[src/rtl/decode_stage.sv]
// decode_stage: registered instruction-decode stage with a register-busy
// scoreboard. It sits between fetch and execute.
//
// It splits each instruction into op/f1/f2/f3 fields. IMM_OP_MASK classifies
// the opcode as R-type or I-type. Issue stalls on RAW/WAW hazards against the
// busy vector until the matching writeback arrives.
//
// Optional feature, selected by the macro DECODE_WB_BYPASS_EN:
//   defined   - a writeback in the current cycle masks its busy bit in the
//               hazard check, so a dependent instruction issues in that cycle.
//   undefined - the hazard check sees only the registered busy vector, so a
//               dependent instruction waits one cycle after its writeback.
//
// Handshake: a transfer happens on a port when valid and ready are both high
// at the rising clock edge. Upstream accept is in_valid & in_ready. Downstream
// consume is out_valid & out_ready. While out_valid is high and out_ready is
// low, every out_* field holds its value.

module decode_stage #(
  parameter int                    OP_W        = 4,
  parameter int                    REG_W       = 4,
  parameter int                    INSTR_W     = 16,  // must equal OP_W + 3*REG_W
  parameter logic [2**OP_W-1:0]    IMM_OP_MASK = 16'h01E0
) (
  input  logic                 clk,
  input  logic                 reset,
  input  logic                 in_valid,
  output logic                 in_ready,
  input  logic [INSTR_W-1:0]   in_instr,
  output logic                 out_valid,
  input  logic                 out_ready,
  output logic [OP_W-1:0]      out_op,
  output logic [REG_W-1:0]     out_rs1,
  output logic [REG_W-1:0]     out_rs2,
  output logic [REG_W-1:0]     out_rd,
  output logic [REG_W-1:0]     out_imm,
  output logic                 out_reg_imm,
  input  logic                 wb_valid,
  input  logic [REG_W-1:0]     wb_reg,
  input  logic                 flush,
  output logic [2**REG_W-1:0]  busy
);

  localparam int NREG = 2**REG_W;

  // Raw instruction fields. The opcode is at the MSB end, followed by f1, f2, f3.
  logic [OP_W-1:0]  w_op;
  logic [REG_W-1:0] w_f1;
  logic [REG_W-1:0] w_f2;
  logic [REG_W-1:0] w_f3;

  // Decoded view of the incoming instruction.
  logic             w_is_imm;
  logic [REG_W-1:0] w_rs2;
  logic [REG_W-1:0] w_rd;
  logic [REG_W-1:0] w_imm;

  // Scoreboard and handshake nets.
  logic [NREG-1:0]  w_wb_onehot;
  logic [NREG-1:0]  w_busy_chk;
  logic [NREG-1:0]  w_busy_nxt;
  logic             w_hazard;
  logic             w_in_ready;
  logic             w_accept;

  // Registered state.
  logic [NREG-1:0]  r_busy;
  logic             r_out_valid;
  logic [OP_W-1:0]  r_out_op;
  logic [REG_W-1:0] r_out_rs1;
  logic [REG_W-1:0] r_out_rs2;
  logic [REG_W-1:0] r_out_rd;
  logic [REG_W-1:0] r_out_imm;
  logic             r_out_reg_imm;

  assign w_op = in_instr[OP_W+3*REG_W-1 -: OP_W];
  assign w_f1 = in_instr[3*REG_W-1 -: REG_W];
  assign w_f2 = in_instr[2*REG_W-1 -: REG_W];
  assign w_f3 = in_instr[REG_W-1:0];

  // I-type instructions reuse f2 as the destination and f3 as the immediate.
  // They have no second source operand.
  assign w_is_imm = IMM_OP_MASK[w_op];
  assign w_rs2    = w_is_imm ? '0   : w_f2;
  assign w_rd     = w_is_imm ? w_f2 : w_f3;
  assign w_imm    = w_is_imm ? w_f3 : '0;

  // One-hot mask of the register being written back this cycle (zero if none).
  always_comb begin
    w_wb_onehot = '0;
    if (wb_valid) begin
      w_wb_onehot[wb_reg] = 1'b1;
    end
  end

`ifdef DECODE_WB_BYPASS_EN
  // A writeback in this cycle already frees its register for the hazard check.
  assign w_busy_chk = r_busy & ~w_wb_onehot;
`else
  // Only registered busy state counts, so a dependent instruction issues one cycle after its writeback.
  assign w_busy_chk = r_busy;
`endif

  // The hazard check covers every field that names a register: sources for RAW, destination for WAW.
  // For I-type, f2 is the destination and f3 is an immediate, so f3 is ignored.
  assign w_hazard = w_busy_chk[w_f1] | w_busy_chk[w_f2] |
                    (!w_is_imm & w_busy_chk[w_f3]);

  // The stage accepts when the output slot is free or draining this cycle.
  // Reset, flush and hazards block acceptance.
  assign w_in_ready = !reset & !flush & !w_hazard & (!r_out_valid | out_ready);
  assign w_accept   = in_valid & w_in_ready;

  // Next busy vector. Clears (writeback, flushed entry) are applied first and the new destination is set last.
  // A set/clear collision on the same register therefore leaves the bit set, owned by the new instruction.
  always_comb begin
    w_busy_nxt = r_busy & ~w_wb_onehot;
    if (flush && r_out_valid) begin
      w_busy_nxt[r_out_rd] = 1'b0;
    end
    if (w_accept) begin
      w_busy_nxt[w_rd] = 1'b1;
    end
  end

  // Output register and scoreboard update. Flush beats both accept and consume.
  always_ff @(posedge clk) begin
    if (reset) begin
      r_busy        <= '0;
      r_out_valid   <= 1'b0;
      r_out_op      <= '0;
      r_out_rs1     <= '0;
      r_out_rs2     <= '0;
      r_out_rd      <= '0;
      r_out_imm     <= '0;
      r_out_reg_imm <= 1'b0;
    end else begin
      r_busy <= w_busy_nxt;
      if (flush) begin
        r_out_valid <= 1'b0;
      end else if (w_accept) begin
        r_out_valid   <= 1'b1;
        r_out_op      <= w_op;
        r_out_rs1     <= w_f1;
        r_out_rs2     <= w_rs2;
        r_out_rd      <= w_rd;
        r_out_imm     <= w_imm;
        r_out_reg_imm <= w_is_imm;
      end else if (out_ready) begin
        r_out_valid <= 1'b0;
      end
    end
  end

  assign in_ready    = w_in_ready;
  assign out_valid   = r_out_valid;
  assign out_op      = r_out_op;
  assign out_rs1     = r_out_rs1;
  assign out_rs2     = r_out_rs2;
  assign out_rd      = r_out_rd;
  assign out_imm     = r_out_imm;
  assign out_reg_imm = r_out_reg_imm;
  assign busy        = r_busy;

endmodule

[config.mk]
export PLATFORM = sky130hd
export DESIGN_NAME = decode_stage
export DESIGN_NICKNAME = d
export VERILOG_FILES = /design/src/rtl/decode_stage.sv
export SDC_FILE = /design/constraint.sdc
export NUM_CORES = 1
export LEC_CHECK = 0
export ABC_AREA = 1
export CORE_MARGIN = 2
export CORE_UTILIZATION = 40
export CTS_BUF_LIST = sky130_fd_sc_hd__clkbuf_8 sky130_fd_sc_hd__clkbuf_16
export DETAILED_ROUTE_END_ITERATION = 10
export GPL_TIMING_DRIVEN = 0
export HOLD_SLACK_MARGIN = 0.02
export MAX_ROUTING_LAYER = met4
export PLACE_DENSITY = 0.82
export SYNTH_ARGS = -nofsm -noshare
export SYNTH_HDL_FRONTEND = slang
export SYNTH_SLANG_ARGS = --single-unit
[constraint.sdc]
create_clock -name clk -period 1.8 [get_ports clk]
set_clock_uncertainty 0.15 [all_clocks]
set_input_delay 0.36 -clock clk [delete_from_list [all_inputs] [get_ports clk]]
set_output_delay 0.36 -clock clk [all_outputs]
set_load 0.03 [all_outputs]
Word level (Yosys, flattened, before mapping)
Memory sizes are Yosys's and may differ from the RTL's.
Index checks and enable logic that the tools add are counted.
Storage, ports and cells
  register bits: 38
  bits in read-only memories: 16
  input bits: 26
  output and inout port bits: 39
  word-level logic and storage cells: 66
  memories kept: 1
Memory list
  (no name shown): depth 16, bits a word 1, rd ports 1, clocked after memory_dff 0, write ports 0, RTL line 83  | assign w_is_imm = IMM_OP_MASK[w_op];
Operators by class
  order comparisons: 10
  mux-type cells: 21
  bitwise gates (word level): 14
  reduce and logical (&&, ||, !) cells: 12
Operators with widths (number)
  2-to-1 mux 16 bit: 3
  < comparator 4 x 5 -> 1 bit, second input constant: 7
  AND 16 bit: 2
  NOT 16 bit: 2
  OR 16 bit: 1
  binary-select mux 1 bit (select 4 bit): 3
  demux 1 bit (select 4 bit): 3
  greater-or-equal comparator 4 x 1 -> 1 bit, second input constant: 3
  2-to-1 mux 4 bit: 3
  2-to-1 mux 1 bit: 9
  AND 1 bit: 5
  logical NOT 1 bit: 5
  logical AND 1 bit: 4
  OR 1 bit: 3
  AND reduction 2 bit: 1
  nonzero test 2 bit: 1
  OR reduction 2 bit: 1
  NOT 1 bit: 1

Depth between registers and ports, before layout
Gate-level depths: netlist of the first run.
  depth after elaboration: 11
  mapped depth: 13
  gate-level depth less buffers: 11

Worst setup path after synthesis of the first run
OpenSTA, ideal clock, no wires.
  path type: reg2out
  start: register r_busy[4] (netlist: busy[4])
  end: output port in_ready
  arrival: 1.690 ns
  data required time: 1.290 ns
  slack: -0.400 ns
  stages on the path, launching flop included: 9
  buffers on the path: 1
  path through: dfxtp_1 -> or2_2 -> nand3_1 -> nand3_1 -> nand3_1 -> nand3_1 -> nor2_4 -> buf_2 -> and2_1
Between the ends
  cells in the longest elaborated chain, start to end: 7
RTL lines
  start: declaration: RTL line 67  | logic [NREG-1:0] r_busy;
  start signal: assignment: RTL line 138  | r_busy <= w_busy_nxt;
  binary-select mux 1 bit (select 4 bit) (on tied branches): RTL line 106, 107
  2-to-1 mux 1 bit (on tied branches): RTL line 106, 107
  OR 1 bit / AND 1 bit (equally long branches): RTL line 106, 107
  OR 1 bit *: RTL line 106  | assign w_hazard = w_busy_chk[w_f1] | w_busy_chk[w_f2] |
  logical NOT 1 bit *: RTL line 111  | assign w_in_ready = !reset & !flush & !w_hazard & (!r_out_valid | out_ready);
  AND 1 bit * (2 in series): RTL line 111
  end: declaration: RTL line 28  | output logic in_ready,
Every way passes the cells marked *; elsewhere a longest branch is shown, timed or not. The select of a mux whose other input is x is not followed.

Worst setup path after layout of the first run
  start: input port in_instr[6]
  end: output port in_ready
Between the ends
  cells in the longest elaborated chain, start to end: 7
RTL lines
  start: declaration: RTL line 29  | input logic [INSTR_W-1:0] in_instr,
  binary-select mux 1 bit (select 4 bit): RTL line 106
  2-to-1 mux 1 bit (not written as such): RTL line 106
  OR 1 bit (2 in series): RTL line 106
  logical NOT 1 bit: RTL line 111
  AND 1 bit (2 in series): RTL line 111
No other way between the ends. The select of a mux whose other input is x is not followed.

==> results by group, run 1 <==
Drt
  – Antenna Nets Post-Route: 0
  – Drt wl/cell: 15.3 um
  – Final wirelength: roughly 9.2 mm
  – Iteration-0 DRC Markers: 303
  – DR DRC count: 0
  – TritonRoute pass-1 iters: 6
  – Drt via density: 5.56
  – Via count: ~3300

Synth
  – Number of synthesized register bits: 38
  – Largest family of logic cells by synthesized area: simple AND/OR/NAND/NOR gates
  – Seq/Total Area, Yosys: 0.300
  – Mux share of post-synthesis cell area: 0
  – Syn_area_per_cell: 5.93 sq um
  – Largest area contributor in the netlist: dfxtp_1
  – Adder-Cell Fraction of Synth Area: 0
  – Cell variety after synth: 24
  – Synth warn: 0
  – Cell area after synthesis: between 0.002 and 0.003 sq mm
  – Top cell type's share of synthesized area: 0.300
  – Post-synthesis xor/xnor area fraction: 0
  – Compound-Gate Fraction of Synth Area: 0.141
  – Synth top area cells: dfxtp_1 30%, nand2_1 16%, inv_1 11%, nor2_1 9.2%, nand3_1 6.9%
  – Synth Area in Simple Gates: 0.410
  – Synthesized instance count: approximately 430
  – Syn nets: 454

Clock network
  – CTS Buf Count: 5
  – Latest clock arrival within the worst-skew pair: 0.30 ns
  – Bufs on Longest Clock Path: 2
  – TritonCTS clock tree: built
  – H-tree levels: 2
  – Register clock-pin slew on the reported worst setup and hold paths: 0.08 ns
  – Root Driver: clkbuf_8
  – Total clock sinks: 38

Critical path
  – FF-to-FF Start: busy[4]$_SDFF_PP0_
  – Startpoint Class: input port
  – Crit Path Category: in -> out
  – Crit-path cells: clkdlybuf4s15_1 -> inv_1 -> o211ai_1 -> nand3_1 -> nand3_1 -> nand2_2 -> nor2_4 -> buf_6 -> and2_4 -> buf_6
  – Top Family by Delay on Critical Path: buffers and inverters
  – Req. time, crit path: 1.29 ns
  – Crit path DAT: roughly 1.8 ns
  – Reg2reg end: out_imm[0]$_SDFFE_PP0P_
  – Setup crit end kind: output pin
  – Crit-path max FO: 5
  – R2R cell count: 13
  – Crit path buf inv count: 4
  – Register-to-register setup slack: -0.26 ns
  – Critical-path top delay cell: clkdlybuf4s15_1
  – Critical Path Max Stage Delay: 0.29 ns

Timing
  – Worst-margin pin slew: 0.563 ns
  – Max-slew violations: 0
  – Final TNS setup: -6.51 ns
  – F_max: around 440 MHz
  – Worst Setup Slack, final: -0.455 ns
  – Tmin final: between 2 and 2.5 ns
  – Endpoints failing hold: 0
  – # setup viols final: 39
  – Unrepaired setup endpoints after global routing: yes
  – Worst slew margin: 0.622
  – Final Cycle Share: 1.25

Pwr
  – Psw: 0.000726 W
  – Comb power frac: 0.289
  – Reg power frac: 0.409
  – Cell Pwr Density: 572 mW/mm^2
  – Leak Pwr: 1.90 nW
  – Clock Power Share: 0.302
  – Switch share: 0.341
  – Cell Int Power: about 0.0014 W
  – Peak supply drop: ~0.39 mV

Final layout
  – # diodes: 0
  – Area growth syn-to-layout: 46.7%
  – Layout cells sized above 1: 0.214
  – Most common cell after layout, fill and taps aside: nand2_1
  – Final #Nets: approximately 550
  – Most frequent cells in the layout: 98 x nand2_1, 60 x nor2_1, 55 x inv_1

Floorplanning
  – Core area: 0.00624 sq mm
  – Die area: between 0.006 and 0.007 sq mm
  – Row cnt: 29
  – Die Height: 83.7 um
  – I/O pins: 65
  – Initial core utilization: 0.407
  – Die Width: 83.7 um

Placed design
  – Post-DP HPWL: roughly 6.3 mm
  – Number of buffers added on ports: 61
  – Place WS: -1.45 ns
  – RD Place Congestion: just over 0.9

Global routing
  – Vias in the first global route: 3005
  – Pin count of the biggest net entering global routing: 13
  – Initial antenna violation count: 0
  – Total track usage: 0.254
  – Grt ovf: 0
  – First-pass GRT wire length: 14.0 mm

Worst hold path
  – Worst hold path cell count: 3
  – Hold wc startpoint: in_instr[15]
  – Min-delay worst type: in -> reg
  – Hold Path End: out_op[3]$_SDFFE_PP0P_

Status
  – Outcome: finished with violations
  – Violated checks: negative setup slack

Flow run
  – Maxcap violations: 0
## kinds of logic (layout without fill, tap and decap cells)
group / Yosys count / count (layout)
flip-flops: 38 / 38
AND/OR/NAND/NOR: 240 / 241
AO/OA/AOI/OAI: 58 / 58
buffers and inverters: 92 / 186
## power groups by stage
| stage | Clock [W] | Sequential, W | Combinational (W) |
|---|---|---|---|
| final | 0.000644 | 0.000871 | 0.000615 |
| after global routing | 0.000678 | 0.000874 | 0.000653 |
| after CTS | 0.000643 | 0.000871 | 0.000550 |
| after detailed placement | 0 | 0.000891 | 0.000481 |
| after global placement | 0 | 0.000891 | 0.000474 |
| after floorplan | 0 | 0.000929 | 0.000267 |
## synth_stat cells, drive strengths merged
cell type	number
nand3	36
o211ai	12
and2	1
clkinv	1
o311ai	2
clkbuf	6
dfxtp	38
o31ai	6
nand4	23
inv	72
buf	13
or2	2
nor3	5
nand2	110
a21oi	26
a221o	3
o21ai	9
nor2	63
## flip-flops by register name, summed over array words and instances, names as in the netlist
name	flops
busy	16
out_imm	4
out_op	4
out_rd	4
out_rs1	4
out_rs2	4
out_reg_imm	1
out_valid	1
## worst reg2reg max path, delay by kind of cell (launching register included)
family,cells,cell delay (ns)
buffers and inverters,3,0.43
flip-flops,1,0.37
AND/OR/NAND/NOR,10,1.05
## routing by layer
layer / track usage / share of wire
met2: 0.409 / 0.47
met5: - / 0
met1: 0.311 / 0.41
met3: 0.0504 / 0.084
met4: 0.109 / 0.033
## timing repair
action,in CTS,in global routing
cloned,6,1
pin swaps,14,19
hold buffers,0,0
buffers inserted,16,9
resized for setup,125,46
endpoints found under the setup margin,77,39
## worst max path at each step
stage | startpoint | endpoint | slack [ns] | depth (start not counted)
after floorplan | in_instr[0] | in_ready | -0.14 | 9
after global placement | in_instr[4] | in_ready | -1.43 | 11
after detailed placement | in_instr[4] | in_ready | -1.45 | 11
after CTS | busy[4]$_SDFF_PP0_ | in_ready | -0.39 | 9
after global routing | in_instr[6] | in_ready | -0.52 | 10
final | in_instr[6] | in_ready | -0.46 | 10
## per-stage QoR
| stage | util | instances | power, W | area, sq um | hold WS [ns] |
|---|---|---|---|---|---|
| 3_5_place_dp | 0.529 | 566 | 0.00137 | 3300 | 0.348 |
| 3_3_place_gp | 0.529 | 566 | 0.00137 | 3300 | 0.347 |
| 6_report | 0.597 | 600 | 0.00213 | 3720 | 0.161 |
| 4_1_cts | 0.581 | 595 | 0.00206 | 3630 | 0.215 |
| 2_1_floorplan | - | 428 | 0.00120 | 2590 | 0.345 |
| 5_1_grt | 0.597 | 600 | 0.00221 | 3720 | 0.172 |
## area by class of cell
cell class	count	area, sq um
buffer	19	163
clock buffer	6	82.6
clock inverter	2	11.3
fill	577	2520
inverter	73	274
multi-input combinational	299	1560
sequential	38	773
tap	77	96.3
timing repair buffer	86	762
No activity file was read; power rests on OpenSTA's default activity.
==> run 2, diff against run 1 <==
- PLACE_DENSITY: 0.82 -> 0.79
- clock period: 1.8 -> 2.26 ns (I/O delays scaled with it)
==> run 2 against run 1 <==
- the flow now finishes without violations
- global-route usage is essentially flat
- count of clock-buffer cells in the layout is the same
- sequential cell count is the same
- utilization shrank 4.2 points
- setup slack gained 0.46 ns
- die area is the same
- design area shrank 7.0%
- wire length shrank 3.8%
==> results by group, run 2 (synthesis gave the netlist of run 1 again) <==
Global routing
  – Vias in the first global route: 2755 (-8.3%)
  – Initial antenna violation count: 0 (unchanged)
  – Global routing's busiest layer: met2
  – Grt met1 use: 0.312 (+0.00183)
  – GR Util met2: 0.440 (+0.0313)
  – First-pass GRT wire length: 13.8 mm (-1.3%)
  – Pin count of the biggest net entering global routing: 12 (-1)
  – Met3 GRT Util: 0.0386 (-0.0119)
  – Grt ovf: 0 (unchanged)
  – Total track usage: 0.254 (about the same)

Drt
  – DR DRC count: 0 (unchanged)
  – Iteration-0 DRC Markers: 261 (-14%)
  – Drt wl/cell: 15.1 um (-0.79%)
  – Via count: 3030 (-9.1%)
  – TritonRoute pass-1 iters: 5 (-1)
  – Antenna Nets Post-Route: 0 (unchanged)
  – Drt via density: 5.21 (-6.3%)
  – Final wirelength: 8.81 mm (-3.8%)

Critical path
  – Top Family by Delay on Critical Path: simple AND/OR/NAND/NOR gates
  – Crit-path cells: clkdlybuf4s15_2 -> inv_1 -> o211ai_1 -> nand3_1 -> nand3_2 -> nand2_2 -> nor2_4 -> and2_4 -> buf_6
  – Startpoint Class: input port
  – Req. time, crit path: 1.66 ns (+0.37 ns)
  – Crit path DAT: 1.66 ns (-0.09 ns)
  – Critical Path Max Stage Delay: 0.25 ns (-0.04 ns)
  – Setup crit end kind: output pin
  – Critical-path top delay cell: clkdlybuf4s15_2
  – Crit Path Category: in -> out
  – Crit-path max FO: 5 (unchanged)
  – Crit path buf inv count: 3 (-1)

Pwr
  – Cell Pwr Density: 459 mW/mm^2 (-20%)
  – Peak supply drop: 0.215 mV (-45%)
  – Leak Pwr: 1.61 nW (-15%)
  – Final Power: 0.00159 W (-25%)

Flow run
  – Maxcap violations: 0 (unchanged)

Clock network
  – Bufs on Longest Clock Path: 2 (unchanged)
  – H-tree levels: 2 (unchanged)
  – TritonCTS clock tree: built
  – Root Driver: clkbuf_8
  – CTS Buf Count: 5 (unchanged)
  – Latest clock arrival within the worst-skew pair: 0.29 ns (about the same)
  – Total clock sinks: 38 (unchanged)
  – Register clock-pin slew on the reported worst setup and hold paths: 0.08 ns (about the same)

Timing
  – F_max: ~440 MHz
  – Final Cycle Share: 0.999
  – Worst slew margin: 0.622 (about the same)
  – Max-slew violations: 0 (unchanged)
  – Tmin final: 2.26 ns
  – Hold slack: 0.310 ns (+0.149 ns)
  – Unrepaired setup endpoints after global routing: yes
  – Endpoints failing hold: 0 (unchanged)
  – # setup viols final: 0 (-100%)
  – Worst Setup Slack, final: 0.00197 ns (+0.457 ns)
  – Worst-margin pin slew: 0.566 ns (+0.00350 ns)

Placed design
  – Post-DP HPWL: 6.80 mm (+8.0%)
  – Number of buffers added on ports: 61 (unchanged)
  – RD Place Congestion: 0.961 (+4.1%)
  – Place WS: -1.26 ns (+0.193 ns)

Final layout
  – Area growth syn-to-layout: 36.5%
  – Storage element area: 766 sq um (-0.97%)
  – # diodes: 0 (unchanged)
  – Multi-input gate area: 0.00144 sq mm (-7.8%)
  – Post-Route Utilization: 0.555 (-0.0417)
  – Most common cell after layout, fill and taps aside: nand2_1
  – Final #Nets: 530 (-3.3%)
  – Most frequent cells in the layout: 107 x nand2_1, 62 x nor2_1, 60 x inv_1
  – Layout cells sized above 1: 0.129 (-0.0854)
  – Filler Cells Inserted: 641 (+11%)
  – Max FFs per register: 16 (unchanged)

Worst hold path
  – Min-delay worst type: in -> reg

Floorplanning
  – I/O pins: 65 (unchanged)
  – Die Width: 83.7 um (unchanged)
  – Die Height: 83.7 um (unchanged)
  – Die area: 0.00700 sq mm (unchanged)
  – Row cnt: 29 (unchanged)
  – Core area: 0.00624 sq mm (unchanged)
  – Initial core utilization: 0.407 (unchanged)

Status
  – Outcome: complete, no violations
==> run 2: changes by cell type in the layout (fill, tap and decap cells not counted), sizes merged <==
cell           before  now
nand3              37   36
clkbuf             17   11
buf                40   26
dlygate4sd2        42    9
clkdlybuf4s50       8   44
clkdlybuf4s15       4    3
dlymetal6s2s        0    1
==> run 2: where the power goes <==
part	internal, W	switching, W
clock	0.000242	0.000246
combinational	0.000151	0.000255
sequential	0.000684	0.0000106
total	0.00108	0.000512
==> run 2: area by class of cell <==
cell class | count | share of cell area
plain buffers | 18 | 0.0368
clock buffers | 6 | 0.0238
clock inverters | 2 | 0.00253
inverters | 73 | 0.0798
multi-input cells | 298 | 0.416
flip-flops and latches | 38 | 0.221
well taps | 77 | 0.0278
repair buffers | 70 | 0.192
==> run 2: per-stage QoR <==
| stage | area, sq um | cells | TNS (ns) |
|---|---|---|---|
| floorplan | 2540 | 428 | 0 |
| global placement | 3250 | 566 | -16.23 |
| detailed placement | 3250 | 566 | -16.90 |
| CTS | 3450 | 583 | -0.0490 |
| global route | 3460 | 582 | -0.0405 |
| finish | 3460 | 582 | 0 |
==> run 2: worst paths after layout <==
kind | start | end | slack [ns] | cells past startpoint
worst max-delay path | in_instr[6] | in_ready | 0.002 | 9
worst min-delay path | reset | busy[5]$_SDFF_PP0_ | 0.31 | 2
worst max register to register | busy[4]$_SDFF_PP0_ | out_rd[1]$_SDFFE_PP0P_ | 0.22 | 11
worst min register to register | out_op[3]$_SDFFE_PP0P_ | out_op[3]$_SDFFE_PP0P_ | 0.36 | 4
==> run 2: timing repair <==
item,in CTS,in global routing
hold buffers,0,0
gates cloned,1,0
resized for setup,67,18
pin swaps,4,5
setup endpoints to repair,35,17
buffers inserted,8,0
==> run 2: layer usage <==
layer	share of wire	vias up	routed length, um
met5	0	-	0
li1	-	1529	-
met3	0.056	10	497
met4	0.010	0	90
met1	0.44	1373	3850
met2	0.50	118	4370
==> run 3, diff against run 2 <==
- SKIP_CTS_REPAIR_TIMING: not set -> 1
- clock period: 2.26 -> 2.1 ns (I/O delays scaled with it)
==> run 3 against run 2 <==
- the flow now finishes with violations (negative setup slack)
- sequential cell count is the same
- utilization rose by 1.4 points
- combinational power is 12% higher
- sequential power is 7.6% higher
- critical endpoint unchanged
- largest power group unchanged
- highest routed layer unchanged
==> results by group, run 3 (synthesis gave the netlist of run 1 again) <==
Timing
  – Tmin final: 2.32 ns
  – Worst-margin pin slew: 0.685 ns (+0.119 ns)
  – Worst Setup Slack, final: -0.217 ns (-0.219 ns)
  – Final TNS setup: -0.217 ns (-0.217 ns)
  – Endpoints failing hold: 0 (unchanged)
  – Unrepaired setup endpoints after global routing: yes
  – Worst slew margin: 0.540 (-0.0827)
  – Max-slew violations: 0 (unchanged)
  – F_max: roughly 430 MHz
  – Final Cycle Share: 1.10
  – # setup viols final: 1 (+1)

Pwr
  – Leak Pwr: 1.70 nW (+5.3%)
  – Final Power: 0.00171 W (+7.6%)
  – Cell Pwr Density: 481 mW/mm^2 (+5.0%)
  – Peak supply drop: 0.285 mV (+32%)

Final layout
  – Area growth syn-to-layout: 39.9%
  – Final #Nets: 536 (+1.1%)
  – Max FFs per register: 16 (unchanged)
  – Layout cells sized above 1: 0.143 (+0.0147)
  – Most common cell after layout, fill and taps aside: nand2_1
  – Most frequent cells in the layout: 106 x nand2_1, 60 x nor2_1, 59 x inv_1
  – Final design instance area without fill: 0.00355 sq mm (+2.5%)
  – # diodes: 0 (unchanged)

Critical path
  – CP most frequent cell: buf_6
  – Setup crit end kind: output pin
  – Crit path DAT: 1.75 ns (+0.09 ns)
  – Critical-path top delay cell: dfxtp_4
  – Req. time, crit path: 1.53 ns (-0.13 ns)
  – Crit Path Category: reg -> out
  – Startpoint Class: flip-flop
  – Crit-path cells: buf_6 -> o211ai_1 -> nand3_1 -> nand3_2 -> nand2_2 -> nor2_4 -> buf_6 -> and2_4 -> buf_6
  – Crit-path max FO: 5 (unchanged)
  – Critical Path Max Stage Delay: 0.36 ns (+0.11 ns)

Floorplanning
  – Core area: 0.00624 sq mm (unchanged)
  – I/O pins: 65 (unchanged)
  – Die Height: 83.7 um (unchanged)
  – Die Width: 83.7 um (unchanged)
  – Die area: 0.00700 sq mm (unchanged)
  – Initial core utilization: 0.407 (unchanged)
  – Row cnt: 29 (unchanged)

Drt
  – Drt wl/cell: 14.8 um (-2.5%)
  – WL met2: 4.00 mm (-8.4%)
  – Final wirelength: 8.64 mm (-1.9%)
  – Antenna Nets Post-Route: 0 (unchanged)
  – Top Metal Used: met4
  – Iteration-0 DRC Markers: 370 (+42%)
  – Drt via density: 5.41 (+3.8%)
  – DR DRC count: 0 (unchanged)
  – WL met1: 3.64 mm (-5.4%)
  – Via count: 3168 (+4.6%)
  – TritonRoute pass-1 iters: 5 (unchanged)
  – Met3 WL: 802 um (+61%)

Clock network
  – TritonCTS clock tree: built
  – Register clock-pin slew on the reported worst setup and hold paths: 0.08 ns (about the same)
  – Total clock sinks: 38 (unchanged)
  – H-tree levels: 2 (unchanged)
  – Root Driver: clkbuf_8
  – Latest clock arrival within the worst-skew pair: 0.29 ns (about the same)
  – CTS Buf Count: 5 (unchanged)
  – Bufs on Longest Clock Path: 2 (unchanged)

Flow run
  – Maxcap violations: 0 (unchanged)

Placed design
  – Number of buffers added on ports: 61 (unchanged)
  – Area after DPL: 0.00327 sq mm (+0.54%)
  – RD Place Congestion: 0.990 (+3.0%)
  – Post-DP HPWL: 6.40 mm (-5.9%)

Status
  – Outcome: finished with violations
  – Violated checks: negative setup slack

Global routing
  – Grt ovf: 0 (unchanged)
  – Pin count of the biggest net entering global routing: 11 (-1)
  – Total track usage: 0.253 (-0.000744)
  – Vias in the first global route: 2817 (+2.3%)
  – Initial antenna violation count: 0 (unchanged)
  – First-pass GRT wire length: 13.9 mm (+0.95%)

Worst hold path
  – Min-delay worst type: in -> reg
==> run 3: path summary, 6_finish.rpt <==
check        depth (start not counted)                     from  slack (ns)                 endpoint
max                                  9       busy[4]$_SDFF_PP0_       -0.22                 in_ready
min                                  2                    reset        0.27       busy[2]$_SDFF_PP0_
max reg2reg                         11       busy[4]$_SDFF_PP0_        0.11   out_rd[1]$_SDFFE_PP0P_
min reg2reg                          4  out_rs2[1]$_SDFFE_PP0P_        0.36  out_rs2[1]$_SDFFE_PP0P_
==> run 3: cell type report <==
cell class	instances	area, sq um
plain buffers	19	138
repair buffers	75	723
multi-input cells	298	1470
inverters	73	277
clock buffers	6	82.6
well taps	77	96.3
flip-flops and latches	38	767
fillers	602	2690
==> run 3: metrics by stage <==
stage               hold WS (ns)  utilization  cells  setup slack (ns)
floorplan                  0.405            -    428          0.000337
finish                     0.275        0.569    586            -0.217
global route               0.271        0.569    586            -0.301
global placement           0.346        0.523    566             -1.28
detailed placement         0.348        0.523    566             -1.30
CTS                        0.266        0.536    572             -1.32
==> run 3: critical path: cells and delay by family (launching register included) <==
kind	cells	cell delay, ns
and+or+nand+nor	5	0.58
DFF	1	0.36
AOI/OAI and AO/OA	1	0.16
buffers and inverters	3	0.37
==> run 3: power breakdown <==
part           total [W]  switching, W  internal (W)
Sequential      0.000747     0.0000115      0.000736
Combinational   0.000455      0.000280      0.000175
Clock           0.000508      0.000255      0.000253
Total            0.00171      0.000546       0.00116
==> run 3: per-layer routing <==
| layer | vias to the layer above | track usage |
|---|---|---|
| met2 | 170 | 0.384 |
| met5 | - | - |
| met1 | 1430 | 0.338 |
| met4 | 0 | 0.0997 |
| li1 | 1539 | - |
| met3 | 29 | 0.0406 |
